File: src/rtl/keypad_pkg.sv
// Purpose : shared keypad geometry, key-code types and the pending-key priority encoder.
// Latency : n/a (types and a pure function only).
// Backpressure: n/a.
package keypad_pkg;

  localparam int KEY_ROWS   = 4;
  localparam int KEY_COLS   = 4;
  localparam int KEY_CODE_W = 4;
  localparam int KEY_NUM    = KEY_ROWS * KEY_COLS;

  typedef logic [KEY_CODE_W-1:0] key_code_t;
  typedef logic [KEY_NUM-1:0]    key_vec_t;

  // Index of the lowest set bit; 0 when nothing is set (callers gate on |v).
  function automatic key_code_t lowest_key(input key_vec_t v);
    key_code_t idx;
    idx = '0;
    for (int i = KEY_NUM - 1; i >= 0; i--) begin
      if (v[i]) idx = key_code_t'(i);
    end
    return idx;
  endfunction

endpackage

File: src/rtl/keypad_scan_fifo_if.sv
// Purpose : keypad matrix lines plus the CPU-side key read port, bundled as one interface.
// Latency : n/a (wires only).
// Backpressure: none on the keypad side; the CPU paces reads with pop.
// Ports   : rows (row drive, active-low), cols (column sense, active-low), pop,
//           clear_overflow, key_code (head entry), key_valid, overflow, count.
interface keypad_scan_fifo_if
  import keypad_pkg::*;
#(
  parameter int FIFO_DEPTH = 4
);

  localparam int CNT_W = $clog2(FIFO_DEPTH) + 1;

  logic [KEY_ROWS-1:0] rows;
  logic [KEY_COLS-1:0] cols;
  logic                pop;
  logic                clear_overflow;
  key_code_t           key_code;
  logic                key_valid;
  logic                overflow;
  logic [CNT_W-1:0]    count;

  // master: the keypad/CPU side; slave: the scanner.
  modport master (
    input  rows, key_code, key_valid, overflow, count,
    output cols, pop, clear_overflow
  );

  modport slave (
    output rows, key_code, key_valid, overflow, count,
    input  cols, pop, clear_overflow
  );

endinterface

File: src/rtl/keypad_scan_fifo_sync_fifo.sv
// Purpose : generic circular-buffer FIFO with occupancy count; head is 0 when empty.
// Latency : push visible on head/count one clk edge after the push cycle.
// Backpressure: push while full is dropped unless a pop is accepted in the same cycle.
// Ports   : clk, reset, push_i/push_dat_i, pop_i, head_dat_o, full_o, empty_o, count_o.
module sync_fifo #(
  parameter  int WIDTH = 4,
  parameter  int DEPTH = 4,
  localparam int PTR_W = $clog2(DEPTH),
  localparam int CNT_W = PTR_W + 1
) (
  input  logic             clk,
  input  logic             reset,
  input  logic             push_i,
  input  logic [WIDTH-1:0] push_dat_i,
  input  logic             pop_i,
  output logic [WIDTH-1:0] head_dat_o,
  output logic             full_o,
  output logic             empty_o,
  output logic [CNT_W-1:0] count_o
);

  logic [WIDTH-1:0] mem_q [DEPTH];
  logic [PTR_W-1:0] wr_ptr_q, rd_ptr_q;
  logic [CNT_W-1:0] count_q, count_d;
  logic             do_push, do_pop;

  assign empty_o = (count_q == '0);
  assign full_o  = (count_q == CNT_W'(DEPTH));

  // A pop on an empty FIFO is ignored, so an empty push+pop keeps the push.
  // A full push is accepted only when a real pop frees the slot this cycle.
  assign do_pop  = pop_i && !empty_o;
  assign do_push = push_i && (!full_o || do_pop);

  always_comb begin
    count_d = count_q;
    case ({do_push, do_pop})
      2'b10:   count_d = count_q + CNT_W'(1);
      2'b01:   count_d = count_q - CNT_W'(1);
      default: count_d = count_q;
    endcase
  end

  // DEPTH is a power of two, so the pointers wrap by natural overflow.
  always_ff @(posedge clk or posedge reset) begin
    if (reset) begin
      wr_ptr_q <= '0;
      rd_ptr_q <= '0;
      count_q  <= '0;
    end else begin
      if (do_push) wr_ptr_q <= wr_ptr_q + PTR_W'(1);
      if (do_pop)  rd_ptr_q <= rd_ptr_q + PTR_W'(1);
      count_q <= count_d;
    end
  end

  // Storage needs no reset: the head is masked to 0 whenever the FIFO is empty.
  always_ff @(posedge clk) begin
    if (do_push) mem_q[wr_ptr_q] <= push_dat_i;
  end

  assign head_dat_o = empty_o ? '0 : mem_q[rd_ptr_q];
  assign count_o    = count_q;

endmodule

File: src/rtl/keypad_scan_fifo.sv
// Purpose : scans a 4x4 keypad, debounces all keys per frame, queues press events as key codes.
// Latency : event pushed the cycle after the debouncing frame end; visible one edge later.
// Backpressure: CPU pops one code per pop strobe; events arriving while full are dropped (overflow).
// Ports   : clk, reset (async, active-high), bus (keypad_scan_fifo_if.slave: rows, cols, pop,
//           clear_overflow, key_code, key_valid, overflow, count).
module keypad_scan_fifo
  import keypad_pkg::*;
#(
  parameter int SCAN_DIV       = 1000,
  parameter int DEBOUNCE_SCANS = 4,
  parameter int FIFO_DEPTH     = 4
) (
  input  logic                clk,
  input  logic                reset,
  keypad_scan_fifo_if.slave   bus
);

  localparam int DWELL_W = $clog2(SCAN_DIV);
  localparam int ROW_W   = $clog2(KEY_ROWS);
  localparam int STAB_W  = $clog2(DEBOUNCE_SCANS + 1);

  // Column synchronizer; idle (pulled-up) value is all ones.
  logic [KEY_COLS-1:0] col_s1_q, col_s2_q;

  logic [DWELL_W-1:0]  dwell_q, dwell_d;
  logic [ROW_W-1:0]    row_idx_q, row_idx_d;
  logic                sample, frame_end;

  key_vec_t            frame_q, frame_d;
  key_vec_t            last_frame_q, last_frame_d;
  key_vec_t            debounced_q, debounced_d;
  key_vec_t            pending_q, pending_d;
  key_vec_t            new_press;
  logic [STAB_W-1:0]   stable_cnt_q, stable_cnt_d;

  logic                push_vld;
  key_code_t           push_code;
  logic                fifo_full, fifo_empty, drop;
  logic                overflow_q, overflow_d;

  // Sampling at the last dwell cycle leaves SCAN_DIV-1 cycles for the columns to settle.
  assign sample    = (dwell_q == DWELL_W'(SCAN_DIV - 1));
  assign frame_end = sample && (row_idx_q == ROW_W'(KEY_ROWS - 1));

  always_comb begin
    dwell_d   = dwell_q + DWELL_W'(1);
    row_idx_d = row_idx_q;
    frame_d   = frame_q;
    if (sample) begin
      dwell_d   = '0;
      row_idx_d = (row_idx_q == ROW_W'(KEY_ROWS - 1)) ? '0 : row_idx_q + ROW_W'(1);
      frame_d[row_idx_q*KEY_COLS +: KEY_COLS] = ~col_s2_q;
    end
  end

  // Debounce on whole frames: a key state only changes after DEBOUNCE_SCANS identical frames.
  // frame_d already includes the row-3 sample taken on the frame-end cycle.
  always_comb begin
    stable_cnt_d = stable_cnt_q;
    last_frame_d = last_frame_q;
    debounced_d  = debounced_q;
    new_press    = '0;
    if (frame_end) begin
      if (frame_d == last_frame_q) begin
        if (stable_cnt_q != STAB_W'(DEBOUNCE_SCANS)) stable_cnt_d = stable_cnt_q + STAB_W'(1);
      end else begin
        stable_cnt_d = STAB_W'(1);
        last_frame_d = frame_d;
      end
      if (stable_cnt_d == STAB_W'(DEBOUNCE_SCANS)) begin
        // Only 0->1 transitions become events; releases just update the debounced view.
        new_press   = frame_d & ~debounced_q;
        debounced_d = frame_d;
      end
    end
  end

  // Drain one pending key per cycle, lowest code first.
  assign push_vld  = |pending_q;
  assign push_code = lowest_key(pending_q);

  always_comb begin
    pending_d = pending_q;
    if (push_vld) pending_d[push_code] = 1'b0;
    pending_d = pending_d | new_press;
  end

  // Matches the FIFO acceptance rule: full without a pop loses the entry.
  assign drop = push_vld && fifo_full && !bus.pop;

  always_comb begin
    overflow_d = overflow_q;
    if (bus.clear_overflow) overflow_d = 1'b0;
    if (drop)               overflow_d = 1'b1;
  end

  always_ff @(posedge clk or posedge reset) begin
    if (reset) begin
      col_s1_q     <= '1;
      col_s2_q     <= '1;
      dwell_q      <= '0;
      row_idx_q    <= '0;
      frame_q      <= '0;
      last_frame_q <= '0;
      debounced_q  <= '0;
      stable_cnt_q <= '0;
      pending_q    <= '0;
      overflow_q   <= 1'b0;
    end else begin
      col_s1_q     <= bus.cols;
      col_s2_q     <= col_s1_q;
      dwell_q      <= dwell_d;
      row_idx_q    <= row_idx_d;
      frame_q      <= frame_d;
      last_frame_q <= last_frame_d;
      debounced_q  <= debounced_d;
      stable_cnt_q <= stable_cnt_d;
      pending_q    <= pending_d;
      overflow_q   <= overflow_d;
    end
  end

  sync_fifo #(
    .WIDTH (KEY_CODE_W),
    .DEPTH (FIFO_DEPTH)
  ) u_fifo (
    .clk        (clk),
    .reset      (reset),
    .push_i     (push_vld),
    .push_dat_i (push_code),
    .pop_i      (bus.pop),
    .head_dat_o (bus.key_code),
    .full_o     (fifo_full),
    .empty_o    (fifo_empty),
    .count_o    (bus.count)
  );

  // Row drive follows row_idx directly so reset forces 1110 without waiting for a clock.
  assign bus.rows      = ~(KEY_ROWS'(1) << row_idx_q);
  assign bus.key_valid = !fifo_empty;
  assign bus.overflow  = overflow_q;

endmodule
File: src/flat_wrapper.sv
// flat-port wrapper written by rule: the top's interface ports become plain ports
module keypad_scan_fifo_flat import keypad_pkg::*;
#(
  parameter int SCAN_DIV       = 1000,
  parameter int DEBOUNCE_SCANS = 4,
  parameter int FIFO_DEPTH     = 4
)
  (clk, reset, bus_rows, bus_key_code, bus_key_valid, bus_overflow, bus_count, bus_cols, bus_pop, bus_clear_overflow);
  keypad_scan_fifo_if #(.FIFO_DEPTH(FIFO_DEPTH)) bus_i ();
  input  logic clk;
  input  logic reset;
  output wire logic [$bits(bus_i.rows)-1:0] bus_rows;
  output wire logic [$bits(bus_i.key_code)-1:0] bus_key_code;
  output wire logic [$bits(bus_i.key_valid)-1:0] bus_key_valid;
  output wire logic [$bits(bus_i.overflow)-1:0] bus_overflow;
  output wire logic [$bits(bus_i.count)-1:0] bus_count;
  input wire logic [$bits(bus_i.cols)-1:0] bus_cols;
  input wire logic [$bits(bus_i.pop)-1:0] bus_pop;
  input wire logic [$bits(bus_i.clear_overflow)-1:0] bus_clear_overflow;
  assign bus_rows = bus_i.rows;
  assign bus_key_code = bus_i.key_code;
  assign bus_key_valid = bus_i.key_valid;
  assign bus_overflow = bus_i.overflow;
  assign bus_count = bus_i.count;
  assign bus_i.cols = bus_cols;
  assign bus_i.pop = bus_pop;
  assign bus_i.clear_overflow = bus_clear_overflow;
  keypad_scan_fifo #(.SCAN_DIV(SCAN_DIV), .DEBOUNCE_SCANS(DEBOUNCE_SCANS), .FIFO_DEPTH(FIFO_DEPTH)) u_core (.clk(clk), .reset(reset), .bus(bus_i));
endmodule
File: config.mk
export PLATFORM = sky130hd
export DESIGN_NAME = keypad_scan_fifo_flat
export DESIGN_NICKNAME = d
export VERILOG_FILES = /design/src/rtl/keypad_pkg.sv /design/src/rtl/keypad_scan_fifo_if.sv /design/src/rtl/keypad_scan_fifo_sync_fifo.sv /design/src/rtl/keypad_scan_fifo.sv /design/src/flat_wrapper.sv
export SDC_FILE = /design/constraint.sdc
export NUM_CORES = 1
export LEC_CHECK = 0
export BUFFER_PORTS_ARGS = -buffer_cell sky130_fd_sc_hd__buf_2
export CAP_MARGIN = 20
export CORE_ASPECT_RATIO = 1.5
export CORE_MARGIN = 2
export CORE_UTILIZATION = 57
export CTS_CLUSTER_SIZE = 12
export DETAILED_ROUTE_END_ITERATION = 7
export PLACE_DENSITY = 0.7
export SLEW_MARGIN = 0
export SYNTH_ARGS = -nofsm -noshare
export SYNTH_HDL_FRONTEND = slang
export SYNTH_HIERARCHICAL = 1
export SYNTH_SLANG_ARGS = --single-unit
File: constraint.sdc
create_clock -name clk -period 7.41 [get_ports clk]
set_input_delay 1.1115 -clock clk [delete_from_list [all_inputs] [get_ports clk]]
set_output_delay 1.1115 -clock clk [all_outputs]
set_load 0.01 [all_outputs]
==> results of run 1 <==
[routing by layer]
metal / routed length [um] / up-vias / global-route usage, %
met3: 248 / 15 / 3.27
met2: 5820 / 63 / 41.6
met5: 0 / - / 0
li1: - / 1674 / -
met4: 201 / 0 / 8.06
met1: 4110 / 1740 / 24.3
[state kept, by name, summed over array words and instances, names as in the netlist, 4 cells and up]
| name | flops |
|---|---|
| u_core/pending_q | 16 |
| u_core/dwell_q | 10 |
| u_core/col_s2_q | 4 |
| u_core/u_fifo/mem_q | 16 |
| u_core/last_frame_q | 16 |
| u_core/debounced_q | 16 |
| u_core/frame_q | 16 |
| u_core/col_s1_q | 4 |
[cells in the mapped netlist (all sizes together) (11+ instances only)]
cell / instances / area, um^2
xnor2: 23 / 201
mux2: 33 / 405
inv: 43 / 161
edfxtp: 16 / 480
nor2: 25 / 93.8
and2: 11 / 73.8
nand2b: 18 / 113
buf: 11 / 100
nand4: 18 / 113
o21ai: 45 / 225
ha: 13 / 163
dfrtp: 87 / 2180
nand3: 12 / 60.1
nand2: 18 / 67.6
[worst paths after layout]
path / start / end / slack, ns / cells past startpoint
setup reg to reg: u_core/row_idx_q[0]$_DFFE_PP0N_ / u_core/debounced_q[8]$_DFFE_PP0P_ / 2.94 / 10
min in group asynchronous: reset / u_core/bus.overflow$_DFFE_PP0P_ / 0.67 / 2
hold / removal: u_core/col_s1_q[2]$_DFF_PP1_ / u_core/col_s2_q[2]$_DFF_PP1_ / 0.36 / 0
setup / recovery: u_core/row_idx_q[0]$_DFFE_PP0N_ / u_core/debounced_q[8]$_DFFE_PP0P_ / 2.94 / 10
hold reg to reg: u_core/col_s1_q[2]$_DFF_PP1_ / u_core/col_s2_q[2]$_DFF_PP1_ / 0.36 / 0
max in group asynchronous: reset / u_core/frame_q[11]$_DFF_PP0_ / 5.56 / 3
[layout make-up]
class                           instances  area, um^2
Fill cell                             746        3340
Sequential cell                       111        2870
Multi-Input combinational cell        299        2280
Clock buffer                           11         254
Inverter                               43         163
Tap cell                              112         140
Timing Repair Buffer                   21         108
Clock inverter                          5         101
[metrics by stage]
step	setup slack (ns)	cells	util [%]	total power, mW	hold WS, ns
after global routing	2.63	602	63.9	1.38	0.359
after CTS	3.02	602	63.9	1.34	0.359
after floorplan	4.03	469	-	0.749	0.345
after detailed placement	3.04	586	60.1	0.780	0.349
after global placement	3.15	586	60.1	0.776	0.346
final	2.94	602	63.9	1.33	0.358
[power by group through the flow]
stage	sequential, mW	clock (mW)	combinational (mW)
detailed placement	0.676	0	0.104
global placement	0.675	0	0.101
global route	0.668	0.598	0.117
finish	0.664	0.563	0.102
floorplan	0.664	0	0.0849
CTS	0.664	0.575	0.104
[cell families after synthesis]
| family | after synthesis | synth area share (%) |
|---|---|---|
| AOI/OAI and AO/OA | 77 | 8.66 |
| adders and majority gates | 14 | 3.36 |
| DFF | 111 | 52.8 |
| muxes | 38 | 9.31 |
| buffers and inverters | 59 | 5.16 |
| and+or+nand+nor | 143 | 16.4 |
| xor gates and xnor gates | 27 | 4.35 |
[worst max-delay path, delay by kind of cell (launching register included)]
| family | cells | cell delay (ns) |
|---|---|---|
| flip-flops | 1 | 0.54 |
| multiplexers | 1 | 0.42 |
| adder cells (fa/ha/maj) | 1 | 0.46 |
| AO/OA/AOI/OAI | 1 | 0.46 |
| buffers and inverters | 1 | 0.17 |
| XOR/XNOR | 1 | 0.18 |
| AND/OR/NAND/NOR | 5 | 2.10 |
==> impl_metrics.env, run 1 <==
export IMPL_run_status="completed"
export IMPL_clkPwrFrac_pct=42.4
export IMPL_grt_setup_unrepaired="no"
export IMPL_syn_instance_count=469
export IMPL_synth_enable_flop_cells=16
export IMPL_yosysSeqAreaShare_pct=52.8
export IMPL_timing_critical_path_fanout_max=18
export IMPL_cts_root_to_sink_buffers=2
export IMPL_ios=21
export IMPL_num_vias=3492
export IMPL_cp_cell_sequence="inv_1, ha_1, nor4bb_1, nand4_1, o22ai_1, xnor2_1, nand4_1, nor4_4, and4b_1, mux2_2"
export IMPL_syn_to_final_growth_pct=8.94
export IMPL_number_of_buffers_created_by_cts=9
export IMPL_grt_pass1_vias=3539
export IMPL_most_common_cell_after_layout_fill_and_taps_aside="sky130_fd_sc_hd__dfrtp_1"
export IMPL_timing_critical_path_from_type="register"
export IMPL_cts_resized_gates=0
export IMPL_largest_net_degree_at_the_start_of_global_routing=77
export IMPL_vias_per_instance=5.80
export IMPL_timing_final_setup_violations=0
export IMPL_chipHeight_um=124
export IMPL_worst_path_max_delay_cell="sky130_fd_sc_hd__and4b_1"
export IMPL_synth_distinct_cells=62
export IMPL_clock_latency_ns=0.35
export IMPL_route_detailed_wl_per_inst_um=17.2
export IMPL_synth_net_count=491
export IMPL_clock_sinks=111
export IMPL_power_switching_mw=0.297
export IMPL_mappedNetlistArea_um2=5430
export IMPL_global_route_wire_length_before_repair_um=17600
export IMPL_most_used_dff_post_synth="sky130_fd_sc_hd__dfrtp_1"
export IMPL_post_dp_hpwl_um=7650
export IMPL_final_layout_size_suffix_gt1_share_pct=21.0
export IMPL_antennaDiodeCount=0
export IMPL_grt_total_usage_pct=21.7
export IMPL_worst_hold_path_type="register to register"
export IMPL_antenna_found_initial=0
export IMPL_die_width_um=83.7
export IMPL_routabilityCongestion=0.980
export IMPL_grt_overflow=0
export IMPL_power_combinational_fraction_pct=7.7
export IMPL_finalCriticalPeriod_ns=4.47
export IMPL_worst_slew_margin_rel_pct=33.4
export IMPL_post_cts_buffers=0
export IMPL_asr_flop_ratio_synth_pct=85.6
export IMPL_seq_power_share_pct=50.0
export IMPL_timing_critical_path_required_ns=7.64
export IMPL_critPathArrivalTime_ns=4.69
export IMPL_starting_density_pct=58.7
export IMPL_final_hold_violation_count=0
export IMPL_synth_area_per_cell_um2=11.6
export IMPL_endpoint_kind="register"
export IMPL_finalNetCount=507
export IMPL_swShare_pct=22.3
export IMPL_critical_path_top_cell_by_count="sky130_fd_sc_hd__nand4_1"
export IMPL_rows=43
export IMPL_place_port_buffers=20
export IMPL_placed_area_um2=5560
export IMPL_core_area_um2=9250
export IMPL_drv_slew=0
export IMPL_critPathMaxStageDelay_ns=0.93
export IMPL_design_die_area_um2=10300
export IMPL_drt_pass1_iter_count=4
export IMPL_min_period_over_period_pct=60.3
export IMPL_drc_errors=0
export IMPL_irDropWorstVdd_mv=0.160
export IMPL_max_slew_worst_pin_slew_ns=0.999
export IMPL_max_capacitance_violation_total=0
export IMPL_ctsRootBufferMaster="sky130_fd_sc_hd__clkbuf_16"
export IMPL_route_final_wire_length_um=10400
export IMPL_cts_hold_repair_buffers=0
export IMPL_antenna_nets_post_route=0
export IMPL_yosysWarningCount=6
export IMPL_postSynthRegisterBits=111
export IMPL_power_leakage_nw=2.65
export IMPL_timing_fmax_mhz=224
export IMPL_h_tree_depth=3
export IMPL_power_internal_mw=1.03
export IMPL_p_per_area_nw_per_um2=225
export IMPL_dr_first_iter_drc_count=162
export IMPL_timing_setup_critical_path_class="register to register"
export IMPL_clk_pin_slew_worst_paths_ns=0.07
export IMPL_finalSetupTns_ns=0
export IMPL_mostFrequentLayoutCells="sky130_fd_sc_hd__dfrtp_1, sky130_fd_sc_hd__inv_1, sky130_fd_sc_hd__o21ai_0"
export IMPL_cts_tree="done"
export IMPL_finalInstanceArea_um2=5920
export IMPL_final_setup_skew_ns=0.00781
Power figures use the tool's default switching activity.
==> run 2: changes to the inputs <==
==> constraint.sdc (replaced) <==
create_clock -name clk -period 4.2 [get_ports clk]
set_input_delay 0.63 -clock clk [delete_from_list [all_inputs] [get_ports clk]]
set_output_delay 0.63 -clock clk [all_outputs]
set_load 0.01 [all_outputs]
==> run 2 against run 1 <==
Against the previous run: sequential power is 76% higher; register-to-register slack worse by 2.6 ns; final cell count is 2.7% higher; critical path depth is 2 higher; total power is 67% higher; count of clock-buffer cells in the layout is 2 higher; fmax is 16% higher; clock power is 54% higher; clock skew is 0.0011 ns higher; critical path type unchanged; critical endpoint is now u_core/debounced_q[12]$_DFFE_PP0P_; largest cell class unchanged; largest power group unchanged; highest routed layer unchanged.
==> impl_metrics.env, run 2 (same netlist as run 1, synthesis figures left out) <==
export IMPL_endpoint_kind="register"
export IMPL_timing_critical_path_from_type="register"
export IMPL_power_total_mw=2.22
export IMPL_irDropWorstVdd_mv=0.337
export IMPL_gr_usage_met1_pct=24.3
export IMPL_run_status="completed"
export IMPL_route_final_wire_length_um=10800
export IMPL_worst_slew_margin_rel_pct=50.4
export IMPL_design_die_area_um2=10300
export IMPL_finalSetupTns_ns=0
export IMPL_global_route_wire_length_before_repair_um=18000
export IMPL_antennaDiodeCount=0
export IMPL_register_area_um2=2870
export IMPL_clock_sinks=111
export IMPL_timing_critical_path_required_ns=4.43
export IMPL_worst_hold_path_type="input pin to asynchronous set/reset pin"
export IMPL_core_area_um2=9250
export IMPL_final_setup_skew_ns=0.00888
export IMPL_num_vias=3578
export IMPL_clock_latency_ns=0.35
export IMPL_grt_total_usage_pct=22.4
export IMPL_number_of_buffers_created_by_cts=9
export IMPL_ios=21
export IMPL_p_per_area_nw_per_um2=368
export IMPL_grt_use_met2_pct=43.3
export IMPL_final_layout_size_suffix_gt1_share_pct=23.7
export IMPL_timing_final_setup_violations=0
export IMPL_critPathArrivalTime_ns=4.09
export IMPL_largest_net_degree_at_the_start_of_global_routing=56
export IMPL_finalInstanceArea_um2=6040
export IMPL_route_detailed_wl_per_inst_um=17.5
export IMPL_routabilityCongestion=0.915
export IMPL_syn_to_final_growth_pct=11.1
export IMPL_die_width_um=83.7
export IMPL_min_period_over_period_pct=91.9
export IMPL_timing_critical_path_fanout_max=18
export IMPL_drv_slew=0
export IMPL_vias_per_instance=5.79
export IMPL_h_tree_depth=3
export IMPL_finalNetCount=523
export IMPL_drc_errors=0
export IMPL_cp_cell_sequence="inv_1, ha_1, nor4bb_1, nand4_1, buf_4, o22ai_4, xnor2_1, nand4_1, nor4_4, and4b_1, buf_4, mux2_2"
export IMPL_mostFrequentLayoutCells="sky130_fd_sc_hd__dfrtp_1, sky130_fd_sc_hd__inv_1, sky130_fd_sc_hd__o21ai_0"
export IMPL_filler_cell_count=731
export IMPL_cts_root_to_sink_buffers=2
export IMPL_antenna_nets_post_route=0
export IMPL_timing_fmax_mhz=259
export IMPL_fin_worst_hold_slack_ns=0.133
export IMPL_dr_first_iter_drc_count=196
export IMPL_cts_tree="done"
export IMPL_cts_hold_repair_buffers=0
export IMPL_grt_overflow=0
export IMPL_antenna_found_initial=0
export IMPL_grt_setup_unrepaired="no"
export IMPL_global_route_usage_met3_pct=3.14
export IMPL_timing_setup_critical_path_class="register to register"
export IMPL_worst_path_max_delay_cell="sky130_fd_sc_hd__dfrtp_1"
export IMPL_finalCriticalPeriod_ns=3.86
export IMPL_max_slew_worst_pin_slew_ns=0.737
export IMPL_grt_pass1_vias=3731
export IMPL_multi_input_comb_area_um2=2300
export IMPL_placed_area_um2=5680
export IMPL_worst_path_buf_inv=3
export IMPL_ctsRootBufferMaster="sky130_fd_sc_hd__clkbuf_16"
export IMPL_chipHeight_um=124
export IMPL_place_port_buffers=20
export IMPL_drt_pass1_iter_count=4
export IMPL_most_common_cell_after_layout_fill_and_taps_aside="sky130_fd_sc_hd__dfrtp_1"
export IMPL_global_route_peak_usage_layer="met2"
export IMPL_critPathTopFamily="simple AND/OR/NAND/NOR gates"
export IMPL_starting_density_pct=58.7
export IMPL_clk_pin_slew_worst_paths_ns=0.07
export IMPL_power_leakage_nw=2.72
export IMPL_max_capacitance_violation_total=0
export IMPL_rows=43
export IMPL_final_hold_violation_count=0
export IMPL_critPathMaxStageDelay_ns=0.53
export IMPL_post_dp_hpwl_um=7820
[run 2: worst register-to-register path: cells and delay by family, from the launching register on]
| family | cells | cell delay, ns |
|---|---|---|
| and+or+nand+nor | 5 | 1.33 |
| buffers and inverters | 3 | 0.65 |
| DFF | 1 | 0.53 |
| adders and majority gates | 1 | 0.47 |
| muxes | 1 | 0.38 |
| AOI/OAI and AO/OA | 1 | 0.21 |
| xor gates and xnor gates | 1 | 0.17 |
[run 2: area by class of cell]
class | count | area share (%)
inverters | 43 | 2.69
clock buffers | 13 | 4.31
multi-input cells | 299 | 38.2
repair buffers | 37 | 4.31
clock inverters | 3 | 0.705
well taps | 112 | 2.32
flip-flops and latches | 111 | 47.5
[run 2: routing by layer]
layer | wire [um] | vias to the layer above | part of all wire (%)
li1 | - | 1701 | -
met1 | 4160 | 1787 | 39
met5 | 0 | - | 0
met2 | 6100 | 68 | 57
met4 | 284 | 0 | 2.6
met3 | 248 | 22 | 2.3
[run 2: power by group]
group	switching [mW]	internal (mW)	leakage, nW
logic	0.0964	0.0875	1.11
registers	0.0493	1.12	1.46
clock network	0.374	0.495	0.146
total	0.520	1.70	2.72
[run 2: worst paths after layout]
| kind | cells after the start | from | slack, ns | end |
|---|---|---|---|---|
| worst max-delay path | 12 | u_core/row_idx_q[0]$_DFFE_PP0N_ | 0.34 | u_core/debounced_q[12]$_DFFE_PP0P_ |
| worst min-delay path | 2 | reset | 0.13 | u_core/bus.overflow$_DFFE_PP0P_ |
| worst max register to register | 12 | u_core/row_idx_q[0]$_DFFE_PP0N_ | 0.34 | u_core/debounced_q[12]$_DFFE_PP0P_ |
| worst min register to register | 0 | u_core/col_s1_q[1]$_DFF_PP1_ | 0.36 | u_core/col_s2_q[1]$_DFF_PP1_ |
| max in group asynchronous | 4 | reset | 3.10 | u_core/col_s2_q[1]$_DFF_PP1_ |
| min in group clk | 0 | u_core/col_s1_q[1]$_DFF_PP1_ | 0.36 | u_core/col_s2_q[1]$_DFF_PP1_ |
[run 2: timing repair]
action	in CTS	in global routing
resized for setup	0	3
buffers inserted	0	1
setup endpoints to repair	0	24
[run 2: through the flow]
step | worst slack (ns) | utilization (%) | cells
2_1_floorplan | 0.914 | - | 469
3_3_place_gp | 0.497 | 61.4 | 600
3_5_place_dp | 0.347 | 61.4 | 600
4_1_cts | 0.280 | 64.6 | 616
5_1_grt | 0.0530 | 65.2 | 618
6_report | 0.338 | 65.2 | 618
==> run 3: changes to the inputs <==
--- a/config.mk
+++ b/config.mk
@@ -7,7 +7,6 @@
 export LEC_CHECK = 0
 export BUFFER_PORTS_ARGS = -buffer_cell sky130_fd_sc_hd__buf_2
 export CAP_MARGIN = 20
-export CORE_ASPECT_RATIO = 1.5
 export CORE_MARGIN = 2
 export CORE_UTILIZATION = 57
 export CTS_CLUSTER_SIZE = 12
==> run 3 against run 2 <==
Against the previous run: non-clock buffer count fell by 6; first-iteration DRC count fell by 44%; via count fell by 1.5%; die area fell by 0.16%; critical path depth fell by 1; critical path type unchanged; critical endpoint is now u_core/debounced_q[9]$_DFFE_PP0P_; highest routed layer unchanged.
==> impl_metrics.env, run 3 (same netlist as run 1, synthesis figures left out) <==
export IMPL_number_of_buffers_created_by_cts=9
export IMPL_clock_sinks=111
export IMPL_final_setup_skew_ns=0.0141
export IMPL_grt_total_usage_pct=21.6
export IMPL_grt_pass1_vias=3471
export IMPL_power_combinational_fraction_pct=9.2
export IMPL_grt_overflow=0
export IMPL_run_status="completed"
export IMPL_filler_cell_count=744
export IMPL_rows=35
export IMPL_antenna_nets_post_route=0
export IMPL_reg2regPathDepth=11
export IMPL_design_die_area_um2=10300
export IMPL_min_period_over_period_pct=93.7
export IMPL_post_cts_buffers=0
export IMPL_multi_input_comb_area_um2=2280
export IMPL_critPathArrivalTime_ns=4.18
export IMPL_worst_hold_path_type="input pin to asynchronous set/reset pin"
export IMPL_clkPwrFrac_pct=32.1
export IMPL_clk_pin_slew_worst_paths_ns=0.11
export IMPL_finalCriticalPeriod_ns=3.93
export IMPL_timing_critical_path_fanout_max=18
export IMPL_starting_density_pct=58.8
export IMPL_h_tree_depth=3
export IMPL_cts_hold_repair_buffers=0
export IMPL_drc_errors=0
export IMPL_irDropWorstVdd_mv=0.189
export IMPL_endpoint_kind="register"
export IMPL_finalInstanceArea_um2=5850
export IMPL_max_slew_worst_pin_slew_ns=0.732
export IMPL_route_final_wire_length_um=10300
export IMPL_placed_area_um2=5660
export IMPL_cts_tree="done"
export IMPL_antenna_found_initial=0
export IMPL_final_layout_size_suffix_gt1_share_pct=22.4
export IMPL_timing_setup_critical_path_class="register to register"
export IMPL_place_port_buffers=20
export IMPL_timing_fmax_mhz=254
export IMPL_swShare_pct=25.5
export IMPL_finalNetCount=517
export IMPL_antennaDiodeCount=0
export IMPL_dr_first_iter_drc_count=109
export IMPL_register_area_um2=2870
export IMPL_ctsRootBufferMaster="sky130_fd_sc_hd__clkbuf_8"
export IMPL_route_detailed_wl_per_inst_um=16.4
export IMPL_final_hold_violation_count=0
export IMPL_power_internal_mw=1.48
export IMPL_timing_critical_path_from_type="register"
export IMPL_num_vias=3523
export IMPL_ios=21
export IMPL_mostFrequentLayoutCells="sky130_fd_sc_hd__dfrtp_1, sky130_fd_sc_hd__inv_1, sky130_fd_sc_hd__o21ai_0"
export IMPL_cts_resized_gates=0
export IMPL_power_switching_mw=0.508
export IMPL_routabilityCongestion=0.883
export IMPL_die_width_um=102
export IMPL_timing_final_setup_violations=0
export IMPL_vias_per_instance=5.60
export IMPL_worst_slew_margin_rel_pct=51.2
export IMPL_timing_critical_path_required_ns=4.45
export IMPL_syn_to_final_growth_pct=7.74
export IMPL_grt_setup_unrepaired="no"
export IMPL_clock_latency_ns=0.37
export IMPL_core_area_um2=9240
export IMPL_power_leakage_nw=2.62
export IMPL_seq_power_share_pct=58.6
export IMPL_drt_pass1_iter_count=5
export IMPL_chipHeight_um=102
export IMPL_largest_net_degree_at_the_start_of_global_routing=44
export IMPL_post_dp_hpwl_um=7480
export IMPL_finalSetupTns_ns=0
export IMPL_global_route_wire_length_before_repair_um=17200
export IMPL_fin_worst_hold_slack_ns=0.198
export IMPL_p_per_area_nw_per_um2=340
export IMPL_max_capacitance_violation_total=0
export IMPL_drv_slew=0
export IMPL_most_common_cell_after_layout_fill_and_taps_aside="sky130_fd_sc_hd__dfrtp_1"
export IMPL_cts_root_to_sink_buffers=2
[run 3: final timing paths]
path / startpoint / endpoint / slack (ns)
max: u_core/row_idx_q[0]$_DFFE_PP0N_ / u_core/debounced_q[9]$_DFFE_PP0P_ / 0.27
max in group asynchronous: reset / u_core/frame_q[12]$_DFF_PP0_ / 3.03
max reg2reg: u_core/row_idx_q[0]$_DFFE_PP0N_ / u_core/debounced_q[9]$_DFFE_PP0P_ / 0.27
min: reset / u_core/u_fifo/wr_ptr_q[1]$_DFFE_PP0P_ / 0.20
min reg2reg: u_core/col_s1_q[0]$_DFF_PP1_ / u_core/col_s2_q[0]$_DFF_PP1_ / 0.36
min in group clk: bus_cols[0] / u_core/col_s1_q[0]$_DFF_PP1_ / 0.35
[run 3: final cells by class]
cell class	count	share of cell area [%]
Clock buffer	10	2.18
Inverter	43	2.78
Timing Repair Buffer	31	3.12
Tap cell	129	2.76
Clock inverter	6	1.13
Sequential cell	111	49.0
Multi-Input combinational cell	299	39.0
[run 3: critical path, cell delays in order (launching register included)]
cell                       delay [ns]
sky130_fd_sc_hd__dfrtp_1         0.54
sky130_fd_sc_hd__inv_1           0.16
sky130_fd_sc_hd__ha_1            0.47
sky130_fd_sc_hd__nor4bb_1        0.34
sky130_fd_sc_hd__nand4_1         0.24
sky130_fd_sc_hd__o22ai_2         0.32
sky130_fd_sc_hd__xnor2_1         0.16
sky130_fd_sc_hd__nand4_1         0.16
sky130_fd_sc_hd__nor4_4          0.48
sky130_fd_sc_hd__and4b_1         0.27
sky130_fd_sc_hd__buf_4           0.28
sky130_fd_sc_hd__mux2_2          0.38
[run 3: layer usage]
layer | vias to the layer above | routed length, um | GRT usage [%] | share of wire (%)
met4 | 0 | 146 | 6.86 | 1.4
met1 | 1745 | 4630 | 28.6 | 45
li1 | 1690 | - | - | -
met5 | - | 0 | 0 | 0
met3 | 11 | 346 | 4.83 | 3.4
met2 | 77 | 5190 | 35.8 | 50
[run 3: power groups by stage]
| stage | Combinational [mW] | Clock, mW | Sequential [mW] |
|---|---|---|---|
| floorplan | 0.150 | 0 | 1.17 |
| global placement | 0.178 | 0 | 1.19 |
| detailed placement | 0.188 | 0 | 1.19 |
| CTS | 0.188 | 0.666 | 1.17 |
| global route | 0.211 | 0.707 | 1.18 |
| finish | 0.184 | 0.639 | 1.17 |
[run 3: through the flow]
step	setup WS, ns	utilization (%)	power [mW]	cells
after CTS	0.320	63.3	2.02	629
after detailed placement	0.355	61.2	1.38	613
after floorplan	0.914	-	1.32	469
after global placement	0.495	61.2	1.37	613
after global routing	0.0104	63.3	2.09	629
final	0.267	63.3	1.99	629
